$ cat src/rtl/inst_pkg.sv
// Shared constants, state type and instruction encoder for the instruction loader.
package inst_pkg;

    localparam logic [7:0] OP_NOP = 8'h00;
    localparam logic [7:0] OP_ADD = 8'h01;
    localparam logic [7:0] OP_SUB = 8'h02;
    localparam logic [7:0] OP_LDI = 8'h07;
    localparam logic [7:0] OP_CMP = 8'h08;

    localparam int OP_LSB  = 24;
    localparam int W_LSB   = 16;
    localparam int IMM_LSB = 8;
    localparam int R1_LSB  = 8;
    localparam int R2_LSB  = 0;

    localparam int WORD_W     = 32;
    localparam int FIFO_DEPTH = 4;
    localparam int PROG_DEPTH = 32;
    localparam int ADDR_W     = 5;
    localparam int CNT_W      = 6;

    typedef enum logic [1:0] {
        ST_IDLE,
        ST_LOAD,
        ST_DRAIN,
        ST_DONE
    } state_t;

    function automatic logic is_legal(input logic [7:0] op);
        return (op == OP_NOP) || (op == OP_ADD) || (op == OP_SUB) ||
               (op == OP_LDI) || (op == OP_CMP);
    endfunction

    // Unrecognised opcodes fall through to {op, 24'h0}; NOP naturally yields zero.
    function automatic logic [WORD_W-1:0] encode(
        input logic [7:0] op,
        input logic [3:0] w_add,
        input logic [7:0] imm,
        input logic [3:0] r1,
        input logic [3:0] r2
    );
        logic [WORD_W-1:0] word;
        word = '0;
        word[OP_LSB +: 8] = op;
        case (op)
            OP_ADD, OP_SUB, OP_CMP: begin
                word[R1_LSB +: 4] = r1;
                word[R2_LSB +: 4] = r2;
            end
            OP_LDI: begin
                word[W_LSB +: 4]   = w_add;
                word[IMM_LSB +: 8] = imm;
            end
            default: ;
        endcase
        return word;
    endfunction

endpackage

$ cat src/rtl/inst_loader_if.sv
// Instruction field stream between a producer and the loader.
interface inst_loader_if;
    logic       in_valid;
    logic       in_ready;
    logic [7:0] in_op;
    logic [3:0] in_w_add;
    logic [7:0] in_data;
    logic [3:0] in_r1;
    logic [3:0] in_r2;
    logic       in_last;

    modport master (
        output in_valid, in_op, in_w_add, in_data, in_r1, in_r2, in_last,
        input  in_ready
    );

    modport slave (
        input  in_valid, in_op, in_w_add, in_data, in_r1, in_r2, in_last,
        output in_ready
    );
endinterface

$ cat src/rtl/inst_fifo.sv
// Small synchronous FIFO with full/empty flags, flush and show-ahead read port.
module inst_fifo
    import inst_pkg::*;
#(
    parameter int WIDTH = WORD_W,
    parameter int DEPTH = FIFO_DEPTH
) (
    input  logic             clk,
    input  logic             rst_n,
    input  logic             flush,
    input  logic             push,
    input  logic [WIDTH-1:0] push_data,
    input  logic             pop,
    output logic [WIDTH-1:0] pop_data,
    output logic             full,
    output logic             empty
);

    localparam int PTR_W = $clog2(DEPTH);

    logic [WIDTH-1:0] mem_reg [DEPTH];
    logic [PTR_W:0]   wr_ptr_reg;
    logic [PTR_W:0]   rd_ptr_reg;
    logic             push_ok;
    logic             pop_ok;
    logic [DEPTH-1:0] entry_we;

    // Extra pointer bit distinguishes full from empty when indices match.
    assign empty    = (wr_ptr_reg == rd_ptr_reg);
    assign full     = (wr_ptr_reg[PTR_W] != rd_ptr_reg[PTR_W]) &&
                      (wr_ptr_reg[PTR_W-1:0] == rd_ptr_reg[PTR_W-1:0]);
    assign push_ok  = push && !full && !flush;
    assign pop_ok   = pop && !empty && !flush;
    assign pop_data = mem_reg[rd_ptr_reg[PTR_W-1:0]];

    genvar gi;
    generate
        for (gi = 0; gi < DEPTH; gi++) begin : g_we
            assign entry_we[gi] = push_ok && (wr_ptr_reg[PTR_W-1:0] == PTR_W'(gi));
        end
    endgenerate

    always_ff @(posedge clk or negedge rst_n) begin
        if (!rst_n) begin
            for (int i = 0; i < DEPTH; i++) mem_reg[i] <= '0;
        end else begin
            for (int i = 0; i < DEPTH; i++) begin
                if (entry_we[i]) mem_reg[i] <= push_data;
            end
        end
    end

    always_ff @(posedge clk or negedge rst_n) begin
        if (!rst_n) begin
            wr_ptr_reg <= '0;
            rd_ptr_reg <= '0;
        end else if (flush) begin
            wr_ptr_reg <= '0;
            rd_ptr_reg <= '0;
        end else begin
            if (push_ok) wr_ptr_reg <= wr_ptr_reg + 1'b1;
            if (pop_ok)  rd_ptr_reg <= rd_ptr_reg + 1'b1;
        end
    end

endmodule

$ cat src/rtl/inst_loader.sv
// Instruction loader: encodes field-level instructions into 32-bit words and writes
// them to program memory. Optional macro INST_ILLEGAL_CHECK_EN drops illegal opcodes.
module inst_loader
    import inst_pkg::*;
(
    input  logic              clk,
    input  logic              rst_n,
    input  logic              start,
    input  logic [ADDR_W-1:0] base_addr,
    inst_loader_if.slave      bus,
    output logic              mem_we,
    output logic [ADDR_W-1:0] mem_addr,
    output logic [WORD_W-1:0] mem_wdata,
    output logic              busy,
    output logic              done,
`ifdef INST_ILLEGAL_CHECK_EN
    output logic              err_illegal,
`endif
    output logic [CNT_W-1:0]  count
);

    state_t             state_reg, state_next;
    logic [CNT_W-1:0]   accepted_reg;
    logic               mem_we_reg;
    logic [ADDR_W-1:0]  mem_addr_reg;
    logic [WORD_W-1:0]  mem_wdata_reg;
    logic [CNT_W-1:0]   count_reg;

    logic               start_ok;
    logic               fire;
    logic               push;
    logic               pop;
    logic [WORD_W-1:0]  word;
    logic [WORD_W-1:0]  fifo_rdata;
    logic               fifo_full;
    logic               fifo_empty;

    assign start_ok    = (state_reg == ST_IDLE) && start;
    assign bus.in_ready = (state_reg == ST_LOAD) && !fifo_full &&
                          (accepted_reg < CNT_W'(PROG_DEPTH));
    assign fire        = bus.in_valid && bus.in_ready;
    assign word        = encode(bus.in_op, bus.in_w_add, bus.in_data, bus.in_r1, bus.in_r2);
    assign pop         = ((state_reg == ST_LOAD) || (state_reg == ST_DRAIN)) && !fifo_empty;

`ifdef INST_ILLEGAL_CHECK_EN
    logic legal;
    logic err_illegal_reg;

    assign legal       = is_legal(bus.in_op);
    assign push        = fire && legal;
    assign err_illegal = err_illegal_reg;

    always_ff @(posedge clk or negedge rst_n) begin
        if (!rst_n) err_illegal_reg <= 1'b0;
        else        err_illegal_reg <= fire && !legal;
    end
`else
    assign push = fire;
`endif

    inst_fifo #(
        .WIDTH (WORD_W),
        .DEPTH (FIFO_DEPTH)
    ) u_fifo (
        .clk       (clk),
        .rst_n     (rst_n),
        .flush     (start_ok),
        .push      (push),
        .push_data (word),
        .pop       (pop),
        .pop_data  (fifo_rdata),
        .full      (fifo_full),
        .empty     (fifo_empty)
    );

    always_comb begin
        state_next = state_reg;
        case (state_reg)
            ST_IDLE:  if (start) state_next = ST_LOAD;
            ST_LOAD:  if (fire && (bus.in_last || accepted_reg == CNT_W'(PROG_DEPTH - 1)))
                          state_next = ST_DRAIN;
            // A write still on the bus has not yet been counted, so wait for it.
            ST_DRAIN: if (fifo_empty && !mem_we_reg) state_next = ST_DONE;
            ST_DONE:  state_next = ST_IDLE;
            default:  state_next = ST_IDLE;
        endcase
    end

    always_ff @(posedge clk or negedge rst_n) begin
        if (!rst_n) begin
            state_reg     <= ST_IDLE;
            accepted_reg  <= '0;
            mem_we_reg    <= 1'b0;
            mem_addr_reg  <= '0;
            mem_wdata_reg <= '0;
            count_reg     <= '0;
        end else begin
            state_reg  <= state_next;
            mem_we_reg <= pop;
            if (pop) mem_wdata_reg <= fifo_rdata;
            if (start_ok) begin
                mem_addr_reg <= base_addr;
                count_reg    <= '0;
                accepted_reg <= '0;
            end else begin
                // Address and count advance once the write has been presented.
                if (mem_we_reg) begin
                    mem_addr_reg <= mem_addr_reg + 1'b1;
                    count_reg    <= count_reg + 1'b1;
                end
                if (fire) accepted_reg <= accepted_reg + 1'b1;
            end
        end
    end

    assign mem_we    = mem_we_reg;
    assign mem_addr  = mem_addr_reg;
    assign mem_wdata = mem_wdata_reg;
    assign count     = count_reg;
    assign busy      = (state_reg == ST_LOAD) || (state_reg == ST_DRAIN);
    assign done      = (state_reg == ST_DONE);

endmodule

$ cat src/flat_wrapper.sv
// flat-port wrapper written by rule: the top's interface ports become plain ports
module inst_loader_flat import inst_pkg::*;
  (clk, rst_n, start, base_addr, mem_we, mem_addr, mem_wdata, busy, done, count, bus_in_valid, bus_in_op, bus_in_w_add, bus_in_data, bus_in_r1, bus_in_r2, bus_in_last, bus_in_ready);
  inst_loader_if bus_i ();
  input  logic clk;
  input  logic rst_n;
  input  logic start;
  input  logic [ADDR_W-1:0] base_addr;
  output logic mem_we;
  output logic [ADDR_W-1:0] mem_addr;
  output logic [WORD_W-1:0] mem_wdata;
  output logic busy;
  output logic done;
  output logic [CNT_W-1:0] count;
  input wire logic [$bits(bus_i.in_valid)-1:0] bus_in_valid;
  input wire logic [$bits(bus_i.in_op)-1:0] bus_in_op;
  input wire logic [$bits(bus_i.in_w_add)-1:0] bus_in_w_add;
  input wire logic [$bits(bus_i.in_data)-1:0] bus_in_data;
  input wire logic [$bits(bus_i.in_r1)-1:0] bus_in_r1;
  input wire logic [$bits(bus_i.in_r2)-1:0] bus_in_r2;
  input wire logic [$bits(bus_i.in_last)-1:0] bus_in_last;
  output wire logic [$bits(bus_i.in_ready)-1:0] bus_in_ready;
  assign bus_i.in_valid = bus_in_valid;
  assign bus_i.in_op = bus_in_op;
  assign bus_i.in_w_add = bus_in_w_add;
  assign bus_i.in_data = bus_in_data;
  assign bus_i.in_r1 = bus_in_r1;
  assign bus_i.in_r2 = bus_in_r2;
  assign bus_i.in_last = bus_in_last;
  assign bus_in_ready = bus_i.in_ready;
  inst_loader u_core (.clk(clk), .rst_n(rst_n), .start(start), .base_addr(base_addr), .bus(bus_i), .mem_we(mem_we), .mem_addr(mem_addr), .mem_wdata(mem_wdata), .busy(busy), .done(done), .count(count));
endmodule
$ cat config.mk
export PLATFORM = sky130hd
export DESIGN_NAME = inst_loader_flat
export DESIGN_NICKNAME = d
export VERILOG_FILES = /design/src/rtl/inst_pkg.sv /design/src/rtl/inst_loader_if.sv /design/src/rtl/inst_fifo.sv /design/src/rtl/inst_loader.sv /design/src/flat_wrapper.sv
export SDC_FILE = /design/constraint.sdc
export NUM_CORES = 1
export LEC_CHECK = 0
export CORE_MARGIN = 2
export CORE_UTILIZATION = 59
export CTS_BUF_LIST = sky130_fd_sc_hd__clkbuf_4
export CTS_CLUSTER_DIAMETER = 120
export CTS_CLUSTER_SIZE = 28
export DETAILED_ROUTE_END_ITERATION = 12
export PLACE_DENSITY = 0.83
export SYNTH_ARGS = -nofsm -noshare
export SYNTH_HDL_FRONTEND = slang
export SYNTH_SLANG_ARGS = --single-unit
$ cat constraint.sdc
create_clock -name clk -period 3.3 [get_ports clk]
set_input_delay 0.66 -clock clk [delete_from_list [all_inputs] [get_ports clk]]
set_output_delay 0.66 -clock clk [all_outputs]
set_load 0.005 [all_outputs]
==> impl_results.md <==
- Total track usage: 24.6%
- GRT Residual Overflow: 0
- Lkg Pwr: roughly 3.5 nW
- RSZ-0062 raised after global routing: false
- Clock transition at path regs: 120 ps
- Clock period minus worst slack: around 3000 ps
- First-pass GRT wire length: between 20 and 25 mm
- Max VDD drop: 0.000663 V
- Number of flip-flops in the largest register: between 90 and 100
- Post-DP HPWL: about 8.7 mm
- Worst Hold Class: input port to async pin
- Final wirelength: between 10 and 15 mm
- Row cnt: 38
- Fillers: 778
- Num CTS Buffers: 17
- I/O Buffers: between 70 and 80
- Crit-path max FO: 4
- Post-Syn Instances: 517
- Critical path launch point type: flop
- Die Area: 12,000 um2
- Core area: 10,900 um2
- Post-synth cell types: 41
- Gp weighted congestion: just over 0.8
- Layout cell share with drive strength beyond 1: between 20% and 30%
- Drt drc: 0
- Synth Register Bits: 146
- Sw Share: approximately a third
- DIE WIDTH: between 100 and 150 um
- Vias post-DR: about 4,300
- # setup viols final: 0
- Seq. cell area: about 3700 um2
- Die H: about 110 um
- Final worst path period share: between 90% and 100%
- Number of I/O pins: 85
- Worst slew pin tran: ~800 ps
- Status: finished clean
- Clock Root Buffer: clkbuf_4
- Number of flops mapped to enable cells by yosys: 0
- Critical Path RT: about 2600 ps
- DR pass1 iterations: 4
- Syn Area/Cell: between 10 and 15 um2
- Clk_lat worst skew: about 540 ps
- Hold Fails Final Rpt: 0
- ANT nets after route: 0
- Clock power frac: 18.9%
- Final worst setup slack: 297 ps
- Sequential fraction of the synthesis area: a little under three fifths
- Dpl ws: just under 500 ps
- Critical path class: flop to output pin
- Largest net degree at the start of global routing: between 80 and 90
- Multi-input logic area: about 2800 um2
- Max Slew Vio Count: 0
- Vias per inst: between 5 and 6
- Maxcap violations: 0
- TNS Setup: 0 ps
- PD cells: 745 nW/um2
- Vias in the first global route: roughly 4,500
- Fmax: around 330 MHz
- Flop pwr share: 42.7%
- Initial antenna violation count: 0
- Slew HR: a little under half
- Primary FF master, synth: dfrtp_1
- Number of H-tree levels: 4
- CTS tree: done
- DR iter-0 viols: between 200 and 300
- Netlist Area Pre-Place: about 6600 um2
- Yosys Warn Count: 0
- Buffer count from post-CTS setup fixing: 0
- Worst Setup End Kind: output pin
- P_sw: ~1.9 mW
- Area delta synth->final: 17.4%
- CTS resizes: 0
- Wire per inst: 17.5 um
- Clk sink count: 146
- Combinational share of power: between 30% and 40%
- Max Clock Skew: between 15 and 20 ps
- Antenna Cells: 0
- CTS Hold Bufs: 0
- Layout net count: about 650
- Initial Utilization: between 60% and 70%
- Bufs on Longest Clock Path: 2
- Cell internal pwr: 3.82 mW
- WP data arrival: 2340 ps
- Post-synth ARST share: 100%
[per-layer routing]
layer | wire, um | global-route usage (%)
met4 | 148 | 8.50
met3 | 576 | 6.16
met5 | 0 | 0
met1 | 5900 | 34.6
met2 | 6460 | 38.1
[worst paths after layout]
path	cells after the start	endpoint	startpoint	slack, ps
setup / recovery	5	bus_in_ready	u_core.state_reg[1]	300
hold / removal	1	u_core.u_fifo.mem_reg[56]	rst_n	160
setup reg to reg	8	u_core.u_fifo.mem_reg[8]	u_core.state_reg[1]	790
hold reg to reg	2	u_core.u_fifo.mem_reg[49]	u_core.u_fifo.mem_reg[49]	490
max in group asynchronous	2	u_core.u_fifo.mem_reg[113]	rst_n	2320
min in group clk	2	u_core.u_fifo.mem_reg[49]	u_core.u_fifo.mem_reg[49]	490
[per-stage QoR]
| step | total power [mW] | utilization [%] | hold slack (ps) | cells | instance area, um2 |
|---|---|---|---|---|---|
| floorplan | 3.98 | - | 364 | 524 | 6620 |
| global placement | 4.64 | 68.6 | 456 | 718 | 7470 |
| detailed placement | 4.72 | 68.6 | 467 | 718 | 7470 |
| CTS | 5.82 | 71.1 | 166 | 750 | 7740 |
| global route | 6.12 | 71.1 | 188 | 750 | 7740 |
| finish | 5.77 | 71.1 | 158 | 750 | 7740 |
[area by class of cell]
| cell class | count | area share, % |
|---|---|---|
| sequential | 146 | 47.2 |
| inverter | 6 | 0.291 |
| clock inverter | 14 | 1.79 |
| clock buffer | 18 | 1.75 |
| multi-input combinational | 339 | 35.6 |
| timing repair buffer | 87 | 11.1 |
| tap | 140 | 2.26 |
[worst max-delay path, stage by stage, from the launching register on]
cell	delay, ps
dfrtp_1	420
inv_1	130
ha_1	230
nand2b_1	120
a31oi_1	330
clkdlybuf4s50_1	580
[cell usage after synthesis, types with 2 or more instances]
master / instances / area, um2
buf_2: 4 / 20.0
buf_1: 3 / 11.3
nor2b_1: 2 / 12.5
a22o_1: 20 / 175
nor2_1: 20 / 75.1
clkbuf_1: 13 / 48.8
nand3_1: 5 / 25.0
a31oi_1: 2 / 12.5
mux2_2: 50 / 563
ha_1: 13 / 163
buf_4: 9 / 67.6
xor2_1: 11 / 96.3
mux2_4: 6 / 90.1
o21ai_0: 57 / 285
mux4_2: 24 / 541
inv_1: 6 / 22.5
dfrtp_1: 146 / 3650
a21oi_1: 6 / 30.0
nand2_1: 77 / 289
and2_1: 2 / 12.5
xnor2_1: 8 / 70.1
nand3_4: 3 / 52.6
nand4_1: 5 / 31.3
and2_0: 2 / 12.5
buf_6: 4 / 45.0
mux2i_1: 4 / 40.0
[logic make-up after synthesis]
group	after synthesis	synth area share, %
buffers and inverters	39	3.26
AO/OA/AOI/OAI	90	8.60
XOR/XNOR	20	2.77
adder cells (fa/ha/maj)	13	2.47
other	1	0.0569
AND/OR/NAND/NOR	124	8.71
flip-flops	146	55.4
multiplexers	84	18.7
[power by group through the flow]
stage,Sequential [mW],Combinational (mW),Clock [mW]
2_1_floorplan,2.42,1.56,0
3_3_place_gp,2.47,2.17,0
3_5_place_dp,2.49,2.23,0
4_1_cts,2.46,2.24,1.12
5_1_grt,2.51,2.41,1.19
6_report,2.46,2.21,1.09
[placed cells by master (no fill, tap or decap), types with 2 or more instances in the layout]
| master | n |
|---|---|
| a21oi_1 | 6 |
| a22o_1 | 20 |
| a31oi_1 | 2 |
| and2_0 | 2 |
| and2_1 | 2 |
| buf_4 | 10 |
| bufinv_16 | 2 |
| clkbuf_4 | 18 |
| clkdlybuf4s50_1 | 75 |
| clkinv_1 | 2 |
| clkinv_2 | 3 |
| clkinvlp_4 | 4 |
| conb_1 | 8 |
| dfrtp_1 | 145 |
| ha_1 | 13 |
| inv_1 | 6 |
| inv_6 | 2 |
| mux2_2 | 50 |
| mux2_4 | 6 |
| mux2i_1 | 4 |
| mux4_2 | 24 |
| nand2_1 | 77 |
| nand3_1 | 5 |
| nand3_4 | 3 |
| nand4_1 | 5 |
| nor2_1 | 20 |
| nor2b_1 | 2 |
| o21ai_0 | 57 |
| xnor2_1 | 8 |
| xor2_1 | 11 |
(Power assumes the default switching activity.)
